[config.mk]
export PLATFORM = sky130hd
export DESIGN_NAME = agnus_bitplane_fetch
export DESIGN_NICKNAME = d
export VERILOG_FILES = /design/src/rtl/agnus_bitplane_fetch.sv
export SDC_FILE = /design/constraint.sdc
export NUM_CORES = 1
export LEC_CHECK = 0
export CELL_PAD_IN_SITES_DETAIL_PLACEMENT = 0
export CELL_PAD_IN_SITES_GLOBAL_PLACEMENT = 2
export CORE_AREA = 2 2 98 100
export CTS_CLUSTER_DIAMETER = 100
export DETAILED_ROUTE_END_ITERATION = 10
export DIE_AREA = 0 0 100 102
export PLACE_DENSITY_LB_ADDON = 0.1
export SYNTH_ARGS = -nofsm -noshare
export SYNTH_HDL_FRONTEND = slang
export SYNTH_SLANG_ARGS = --single-unit
[constraint.sdc]
create_clock -name clk -period 6.91 [get_ports clk]
set_clock_uncertainty 0.05 [all_clocks]
set_input_delay 1.382 -clock clk [delete_from_list [all_inputs] [get_ports clk]]
set_output_delay 1.382 -clock clk [all_outputs]
set_load 0.01 [all_outputs]
[src/rtl/agnus_bitplane_fetch.sv]
// Agnus bitplane DMA sequencer: walks each display line in fetch units, claims chip-RAM
// slots for the enabled planes and hands each fetched word to Denise via its BPLxDAT address.
module agnus_bitplane_fetch (
  input  logic        clk,
  input  logic        reset,
  input  logic        clk7_en,
  input  logic        aga,
  input  logic [8:0]  hpos,
  input  logic        bpl_en,
  input  logic [8:1]  reg_address_in,
  input  logic [15:0] data_in,
  output logic        dma_req,
  output logic [2:0]  dma_plane,
  output logic [8:1]  reg_address_out,
  output logic        mod_strobe,
  output logic [1:0]  mod_odd_even
);

  localparam logic [8:1] ADDR_DDFSTRT = 8'h49;
  localparam logic [8:1] ADDR_DDFSTOP = 8'h4A;
  localparam logic [8:1] ADDR_BPLCON0 = 8'h80;
  localparam logic [8:1] ADDR_FMODE   = 8'hFE;

  localparam logic [1:0] STATE_IDLE  = 2'd0;
  localparam logic [1:0] STATE_FETCH = 2'd1;
  localparam logic [1:0] STATE_LAST  = 2'd2;

  localparam logic [1:0] RES_LO = 2'd0;
  localparam logic [1:0] RES_HI = 2'd1;
  localparam logic [1:0] RES_SH = 2'd2;

  logic [7:0] ddfstrt_q, ddfstop_q;
  logic       hires_q, shres_q, bpu3_q;
  logic [2:0] bpu_q;
  logic [1:0] fmode_q;

  logic [1:0] state_q, state_d;
  logic [4:0] cnt_q, cnt_d;
  logic [4:0] mask_q, mask_d;
  logic [3:0] planes_q, planes_d;
  logic [1:0] res_q, res_d;

  logic       dma_req_q, req_d;
  logic [2:0] dma_plane_q, plane_d;
  logic       final_q, final_d;
  logic [8:1] reg_address_out_q;
  logic       mod_strobe_q;
  logic [1:0] mod_odd_even_q;

  logic [1:0] fmodeEff, liveRes;
  logic [3:0] liveRaw, liveMax, livePlanes;
  logic [4:0] liveMask;
  logic [7:0] curSlot, nextSlot, unitMaskWide;
  logic       slotEdge, slotWrap, startUnit, deliver, modFire;
  logic       unusedDataBits;

  assign unusedDataBits = ^data_in[11:8];

  // Decisions at a slot edge are made for the slot about to begin, which gives zero start latency.
  assign curSlot      = hpos[8:1];
  assign nextSlot     = curSlot + 8'd1;
  assign slotEdge     = hpos[0];
  assign slotWrap     = (curSlot == 8'd0) || (nextSlot == 8'd0);
  assign unitMaskWide = {3'b000, liveMask};
  assign deliver      = slotEdge && dma_req_q;
  assign modFire      = deliver && final_q && bpl_en;

  always_comb begin
    fmodeEff = aga ? fmode_q : 2'd0;
    case (fmodeEff)
      2'd0:    liveMask = 5'd7;
      2'd3:    liveMask = 5'd31;
      default: liveMask = 5'd15;
    endcase
    liveRaw = {aga & bpu3_q, bpu_q};
    if (shres_q) begin
      liveRes = RES_SH;
      liveMax = 4'd2;
    end else if (hires_q) begin
      liveRes = RES_HI;
      liveMax = 4'd4;
    end else begin
      liveRes = RES_LO;
      liveMax = aga ? 4'd8 : 4'd6;
    end
    livePlanes = (liveRaw > liveMax) ? liveMax : liveRaw;
  end

  // Plane-minus-one at each offset of the 8-slot pattern; BPL1 always sits at offset 7.
  function automatic logic [2:0] patternIndex(input logic [1:0] res, input logic [2:0] off);
    logic [2:0] idx;
    idx = 3'd0;
    case (res)
      RES_SH: idx = off[0] ? 3'd0 : 3'd1;
      RES_HI: begin
        case (off[1:0])
          2'd0:    idx = 3'd3;
          2'd1:    idx = 3'd1;
          2'd2:    idx = 3'd2;
          default: idx = 3'd0;
        endcase
      end
      default: begin
        case (off)
          3'd0:    idx = 3'd7;
          3'd1:    idx = 3'd3;
          3'd2:    idx = 3'd5;
          3'd3:    idx = 3'd1;
          3'd4:    idx = 3'd6;
          3'd5:    idx = 3'd2;
          3'd6:    idx = 3'd4;
          default: idx = 3'd0;
        endcase
      end
    endcase
    return idx;
  endfunction

  always_comb begin
    state_d   = state_q;
    cnt_d     = cnt_q;
    mask_d    = mask_q;
    planes_d  = planes_q;
    res_d     = res_q;
    startUnit = 1'b0;
    if (!bpl_en || slotWrap) begin
      state_d = STATE_IDLE;
    end else begin
      case (state_q)
        STATE_IDLE:  startUnit = (nextSlot == (ddfstrt_q & ~unitMaskWide)) && (ddfstrt_q <= ddfstop_q);
        STATE_FETCH: if (cnt_q == mask_q) startUnit = 1'b1; else cnt_d = cnt_q + 5'd1;
        STATE_LAST:  if (cnt_q == mask_q) state_d = STATE_IDLE; else cnt_d = cnt_q + 5'd1;
        default:     state_d = STATE_IDLE;
      endcase
    end
    // Mode is sampled only here so mid-unit BPLCON0/FMODE writes wait for the next unit.
    if (startUnit) begin
      cnt_d    = 5'd0;
      mask_d   = liveMask;
      planes_d = livePlanes;
      res_d    = liveRes;
      state_d  = (nextSlot >= (ddfstop_q & ~unitMaskWide)) ? STATE_LAST : STATE_FETCH;
    end
    plane_d = patternIndex(res_d, cnt_d[2:0]);
    req_d   = (state_d != STATE_IDLE) && (cnt_d[4:3] == mask_d[4:3]) && ({1'b0, plane_d} < planes_d);
    final_d = req_d && (state_d == STATE_LAST) && (cnt_d == mask_d);
  end

  always_ff @(posedge clk) begin
    if (clk7_en) begin
      if (reset) begin
        ddfstrt_q         <= 8'd0;
        ddfstop_q         <= 8'd0;
        hires_q           <= 1'b0;
        shres_q           <= 1'b0;
        bpu3_q            <= 1'b0;
        bpu_q             <= 3'd0;
        fmode_q           <= 2'd0;
        state_q           <= STATE_IDLE;
        cnt_q             <= 5'd0;
        mask_q            <= 5'd0;
        planes_q          <= 4'd0;
        res_q             <= RES_LO;
        dma_req_q         <= 1'b0;
        dma_plane_q       <= 3'd0;
        final_q           <= 1'b0;
        reg_address_out_q <= 8'hFF;
        mod_strobe_q      <= 1'b0;
        mod_odd_even_q    <= 2'b00;
      end else begin
        if (reg_address_in == ADDR_DDFSTRT) ddfstrt_q <= data_in[7:0];
        if (reg_address_in == ADDR_DDFSTOP) ddfstop_q <= data_in[7:0];
        if (reg_address_in == ADDR_BPLCON0) begin
          hires_q <= data_in[15];
          bpu_q   <= data_in[14:12];
          shres_q <= data_in[6];
          bpu3_q  <= data_in[4];
        end
        if (reg_address_in == ADDR_FMODE) fmode_q <= data_in[1:0];

        reg_address_out_q <= deliver ? {5'b10001, dma_plane_q} : 8'hFF;
        mod_strobe_q      <= modFire;
        mod_odd_even_q    <= modFire ? {planes_q >= 4'd2, 1'b1} : 2'b00;

        if (slotEdge) begin
          state_q     <= state_d;
          cnt_q       <= cnt_d;
          mask_q      <= mask_d;
          planes_q    <= planes_d;
          res_q       <= res_d;
          dma_req_q   <= req_d;
          dma_plane_q <= req_d ? plane_d : 3'd0;
          final_q     <= final_d;
        end
      end
    end
  end

  assign dma_req         = dma_req_q;
  assign dma_plane       = dma_plane_q;
  assign reg_address_out = reg_address_out_q;
  assign mod_strobe      = mod_strobe_q;
  assign mod_odd_even    = mod_odd_even_q;

endmodule

# Yosys cells after proc, flatten, opt, wreduce, memory -nomap -nowiden
# Index checks and enable logic that the tools add are counted.
dict set report op_classes {
  n_eq_ne 22
  reduce_logical 32
  mux 45
  order_cmp 5
  bitwise_logic 6
  addsub 2
}
# operator n
set ops {}
lappend ops {{two-way mux 5 bit} 7}
lappend ops {{two-way mux 4 bit} 6}
lappend ops {{one-hot mux 3 bit (7 select lines)} 1}
lappend ops {{two-way mux 2 bit} 10}
lappend ops {{AND 8 bit} 2}
lappend ops {{== test 8 x 7 -> 1 bit (second input constant)} 2}
lappend ops {{== test 8 bit (second input constant)} 2}
lappend ops {{zero test 8 bit} 2}
lappend ops {{two-way mux 8 bit} 2}
lappend ops {{nonzero test 2 bit} 6}
lappend ops {{== test 2 bit (second input constant)} 5}
lappend ops {{== test 5 bit} 2}
lappend ops {{two-way mux 1 bit} 10}
lappend ops {{one-hot mux 5 bit (2 select lines)} 1}
lappend ops {{AND reduction 2 bit} 5}
lappend ops {{== test 3 bit (second input constant)} 3}
lappend ops {{two-way mux 3 bit} 3}
lappend ops {{adder 8 x 1 -> 8 bit (second input constant)} 1}
lappend ops {{== test 8 bit} 1}
lappend ops {{>= comparator 8 bit} 1}
lappend ops {{<= comparator 8 bit} 1}
lappend ops {{logical AND 1 bit} 8}
lappend ops {{inverter 5 -> 8 bit} 1}
lappend ops {{OR reduction 2 bit} 4}
lappend ops {{19 further kinds} 26}
dict set report word_totals {
  output_inout_bits 15
  word_cells 132
  ff_bits 58
  inputBits 38
}

# Logic depth before layout (Yosys ltp)
dict set report depth {
  depth_word 18
  mapped_depth 19
  mapped_depth_nobuf 19
}

# Worst setup path before layout
# Ideal clock, no wire load.
dict set report synth_timing {
  path_type {input-to-reg}
  startpoint {input port hpos[3]}
  endpoint {register dma_plane_q[0] (netlist: dma_plane[0]) (data pin)}
  setup_time_ns 0.170
  arrival_time_ns 4.634
  stages 18
  path_buffers 2
  slack_ns 2.057
  required_time_ns 6.690
  path_cell_list {and3_4 > and3_4 > buf_6 > xnor3_1 > nand4_2 > o31ai_4 > nand2_1 > clkbuf_1 > mux2i_1 > inv_1 > ha_1 > o21ai_0 > o21a_1 > inv_1 > ha_1 > o21a_1 > o21a_1 > nor4_2}
}
dict set report synth_via {
  word_cells_on_any_way 41
  cone_classes {add/sub: 1; order compare: 2; eq/ne: 12; mux: 16; reduce/logical: 10}
}
# element line_no
set synth_rtl {}
lappend synth_rtl {{start, declared} 8} ;# input logic [8:0] hpos,
lappend synth_rtl {{adder 8 x 1 -> 8 bit} 61} ;# assign nextSlot = curSlot + 8'd1;
lappend synth_rtl {{== test 8 bit / zero test 8 bit (equally long branches)} {130, 63}}
lappend synth_rtl {{logical AND 1 bit / logical OR 1 bit (equally long branches)} {130, 63}}
lappend synth_rtl {{one-hot mux 1 bit (2 select lines) / logical OR 1 bit (equally long branches)} {129, 126}}
lappend synth_rtl {{two-way mux 1 bit *} 126} ;# if (!bpl_en || slotWrap) begin
lappend synth_rtl {{two-way mux 2 bit *} 137} ;# if (startUnit) begin
lappend synth_rtl {{via res_d[1]} 41} ;# logic [1:0] res_q, res_d;
lappend synth_rtl {{== test 2 x 1 -> 1 bit / == test 2 bit (equally long branches)} 93} ;# case (res)
lappend synth_rtl {{one-hot mux 3 bit (2 select lines) *} 93}
lappend synth_rtl {{via plane_d[1]} 44} ;# logic [2:0] dma_plane_q, plane_d;
lappend synth_rtl {{< comparator 3 x 4 -> 1 bit *} 145} ;# req_d = (state_d != STATE_IDLE) && (cnt_d[4:3] == mask_d[4:3]) && ({1'b0, plane_d} < planes_d);
lappend synth_rtl {{logical AND 1 bit *} 145}
lappend synth_rtl {{two-way mux 3 bit *} 192} ;# dma_plane_q <= req_d ? plane_d : 3'd0;
lappend synth_rtl {{two-way mux 3 bit *} 185} ;# if (slotEdge) begin
lappend synth_rtl {{end signal, assigned} 192}
lappend synth_rtl {{end, declared} 44}
# The timed path passes the listed nets; every way through them passes the cells marked *. The select of a mux whose other input is x is not followed.
# A chain may end at the register's enable or synchronous reset.

# Worst setup path in the final report
dict set report layout_timing {
  startpoint {input port hpos[4]}
  endpoint {register dma_plane_q[1] (netlist: dma_plane[1]) (data pin)}
}
dict set report layout_via {
  word_cells_on_any_way 41
  cone_classes {add/sub: 1; order compare: 2; eq/ne: 12; mux: 16; reduce/logical: 10}
}
# element line_no
set layout_rtl {}
lappend layout_rtl {{adder 8 x 1 -> 8 bit} 61}
lappend layout_rtl {{== test 8 bit / zero test 8 bit (equally long branches)} {130, 63}}
lappend layout_rtl {{logical AND 1 bit / logical OR 1 bit (equally long branches)} {130, 63}}
lappend layout_rtl {{one-hot mux 1 bit (2 select lines) / logical OR 1 bit (equally long branches)} {129, 126}}
lappend layout_rtl {{two-way mux 1 bit *} 126}
lappend layout_rtl {{two-way mux 2 bit *} 137}
lappend layout_rtl {{via res_d[1]} 41}
lappend layout_rtl {{== test 2 x 1 -> 1 bit / == test 2 bit (equally long branches)} 93}
lappend layout_rtl {{one-hot mux 3 bit (2 select lines) *} 93}
lappend layout_rtl {{via plane_d[1]} 44}
lappend layout_rtl {{< comparator 3 x 4 -> 1 bit} 145}
lappend layout_rtl {{logical AND 1 bit} 145}
lappend layout_rtl {{two-way mux 3 bit *} 192}
lappend layout_rtl {{two-way mux 3 bit *} 185}
# Marks and branches as above.

==> flow_metrics.env <==
export IMPL_status="completed"
export IMPL_timing_critical_path_buf_inv=3
export IMPL_track_usage=0.1592
export IMPL_ys_ff_latch=53
export IMPL_drc=0
export IMPL_cts_resized=0
export IMPL_io_buffers=46
export IMPL_wire_per_inst_um=16.64
export IMPL_overflow=0
export IMPL_ir_drop_uv=88.13
export IMPL_synth_edf_count=53
export IMPL_cts_tree="built"
export IMPL_fmax_ghz=0.1816
export IMPL_hold_ws_ns=0.5085
export IMPL_critPathMaxStageDelay_ns=0.59
export IMPL_p_total_uw=728.6
export IMPL_slowest_stage="clkdlybuf4s50_1"
export IMPL_critical_path_class="in2reg"
export IMPL_clock_latency_ns=0.31
export IMPL_grt_max_degree=38
export IMPL_synthArstFlopShare=0
export IMPL_layout_commonest_cell="edfxtp_1"
export IMPL_critPathRequiredTime_ns=7.00
export IMPL_holdCritStartpoint="dma_plane[1]"
export IMPL_yosys_cell_types_count=55
export IMPL_io_pins=53
export IMPL_finalWirelength_mm=7.669
export IMPL_core_um2=9109
export IMPL_layout_min_cycle_time_ns=5.507
export IMPL_vias_per_cell=5.150
export IMPL_die_w_um=100
export IMPL_reg2reg_from="ddfstrt_q[5]"
export IMPL_avgSynthCellArea_um2=10.97
export IMPL_p_leak_uw=0.001474
export IMPL_first_global_vias=2456
export IMPL_ys_seq_area_frac=0.4694
export IMPL_postCtsHoldBufs=0
export IMPL_place_gp_congestion=0.7985
export IMPL_drive_gt1_frac=0.07429
export IMPL_cp_top_family="compound AO/OA/AOI/OAI gates"
export IMPL_rsz0062_at_grt="no"
export IMPL_drtIter0Drc=90
export IMPL_ys_flop_type="edfxtp_1"
export IMPL_fin_crit_sh=0.7969
export IMPL_ant_nets=0
export IMPL_rows=35
export IMPL_grt_pass1_wl_mm=12.56
export IMPL_cts_sinks=53
export IMPL_route_vias_total=2374
export IMPL_start_util=0.3723
export IMPL_start_kind="input port"
export IMPL_p_per_area_nw_per_um2=182.4
export IMPL_antenna_cells=0
export IMPL_cpMostUsedCell="o21a_1"
export IMPL_synth_cells=309
export IMPL_dieArea_um2=10200
export IMPL_cp_max_fo=14
export IMPL_drv_cap=0
export IMPL_slew_headroom=0.2395
export IMPL_min_path_type="reg2reg"
export IMPL_h_tree_depth=2
export IMPL_worst_slew_pin_slew_ns=1.141
export IMPL_setup_tns_ns=0
export IMPL_n_fill_cell=877
export IMPL_setup_worst_path_start="hpos[4]"
export IMPL_drt_first_pass_iters=4
export IMPL_synth_area_um2=3391
export IMPL_finalHoldViolations=0
export IMPL_dp_hpwl_mm=5.817
export IMPL_arrival_ns=5.60
export IMPL_cts_path_max_buffers=2
export IMPL_mostFrequentLayoutCells="edfxtp_1, clkdlybuf4s50_1, nor2_1, ha_1, inv_1"
export IMPL_setup_violations=0
export IMPL_post_cts_setup_buffers=0
export IMPL_cts_root_buf="clkbuf_8"
export IMPL_areaGrowthSynthToFinish_pct=17.82
export IMPL_clk_pin_slew_ns=0.10
export IMPL_worstPathCellList="clkdlybuf4s50_1 > nand4_1 > xor2_1 > xnor2_1 > o21ai_0 > o31ai_4 > nand2_1 > mux2i_1 > inv_1 > ha_1 > o21ai_0 > o21a_1 > inv_1 > ha_1 > o21a_1 > o21a_1 > a211oi_1"
export IMPL_finish_net_count=412
export IMPL_yosysWarnings=0
export IMPL_finalMaxSlewViolations=0
export IMPL_die_y_um=102
export IMPL_cp_end_kind="register"
export IMPL_antenna_found_initial=0
export IMPL_cts_made_buffers=5
where the power goes:
group	total, µW	internal, µW	switching, µW
combinational	148	69.7	78.6
clock	192	76.1	116
sequential	388	376	12.3
through the flow:
stage	setup slack, ns	utilization	cells	instance area (µm²)
floorplan	2.057	-	310	3395
global placement	1.079	0.4279	453	3897
detailed placement	1.054	0.4279	453	3897
CTS	1.357	0.4386	461	3995
global route	0.9851	0.4386	461	3995
finish	1.403	0.4386	461	3995
area by class of cell:
class / count / area [µm²] / area share
clock buffer: 5 / 68.82 / 0.01723
clock inverter: 3 / 28.78 / 0.007203
inverter: 21 / 78.83 / 0.01973
multi-input combinational: 221 / 1620 / 0.4056
sequential: 53 / 1592 / 0.3984
tap: 111 / 138.9 / 0.03476
timing repair buffer: 47 / 467.9 / 0.1171
kinds of logic after synthesis:
group	Yosys count	synth area share
muxes	9	0.02804
xor gates and xnor gates	21	0.05830
and+or+nand+nor	110	0.1815
other	1	0.001106
AOI/OAI and AO/OA	54	0.1155
buffers and inverters	36	0.05387
DFF	53	0.4694
adders and majority gates	25	0.09225
registers in the layout, indices dropped and copies added (netlist names):
register / count
state_q: 2
ddfstrt_q: 8
bpu_q: 3
mod_odd_even: 1
planes_q: 4
dma_req: 1
dma_plane: 3
hires_q: 1
bpu3_q: 1
reg_address_out: 4
cnt_q: 5
fmode_q: 2
final_q: 1
res_q: 2
mod_strobe: 1
shres_q: 1
ddfstop_q: 8
mask_q: 5
final timing paths:
kind                         to  slack (ns)  cells after the start
max reg2reg        dma_plane[1]        2.21                     17
min reg2reg  reg_address_out[2]        0.51                      1
max                dma_plane[1]        1.40                     17
min          reg_address_out[2]        0.51                      1
routing by layer:
metal,vias up,track usage,wire [µm]
met5,-,0,0
met4,0,0.03583,72
met3,7,0.02257,297
met2,55,0.2770,3646
met1,1119,0.2127,3652
li1,1193,-,-
worst reg2reg max path: stages (launching register included):
cell and delay (ns):
edfxtp_1 0.45, ha_1 0.33, a211oi_1 0.24, nor2_1 0.10
nor4bb_1 0.26, o21ai_0 0.28, o31ai_4 0.37, nand2_1 0.41
mux2i_1 0.39, inv_1 0.08, ha_1 0.35, o21ai_0 0.10
o21a_1 0.17, inv_1 0.05, ha_1 0.27, o21a_1 0.17
o21a_1 0.23, a211oi_1 0.24
synth_stat cells, drive strengths merged (3+ instances only):
master  instances  area, µm²
a211oi          6      45.04
a21oi          13      65.06
and2            6      40.04
and3            4      37.53
buf            11      88.83
clkbuf          4      15.01
edfxtp         53       1592
ha             25      312.8
inv            21      78.83
mux2i           8      80.08
nand2          12      47.55
nand2b          5      31.28
nand3           8      40.04
nand3b          3      22.52
nand4           5      37.53
nor2           27      101.4
nor2b          14      87.58
nor3           11      55.05
nor4            4      31.28
o21a           10      75.07
o21ai          11      55.05
o31ai           3      36.28
or2             3      18.77
or4             3      22.52
xnor2          12      105.1
xor2            8      70.07
Note: power is estimated with default switching activity, not from simulation.
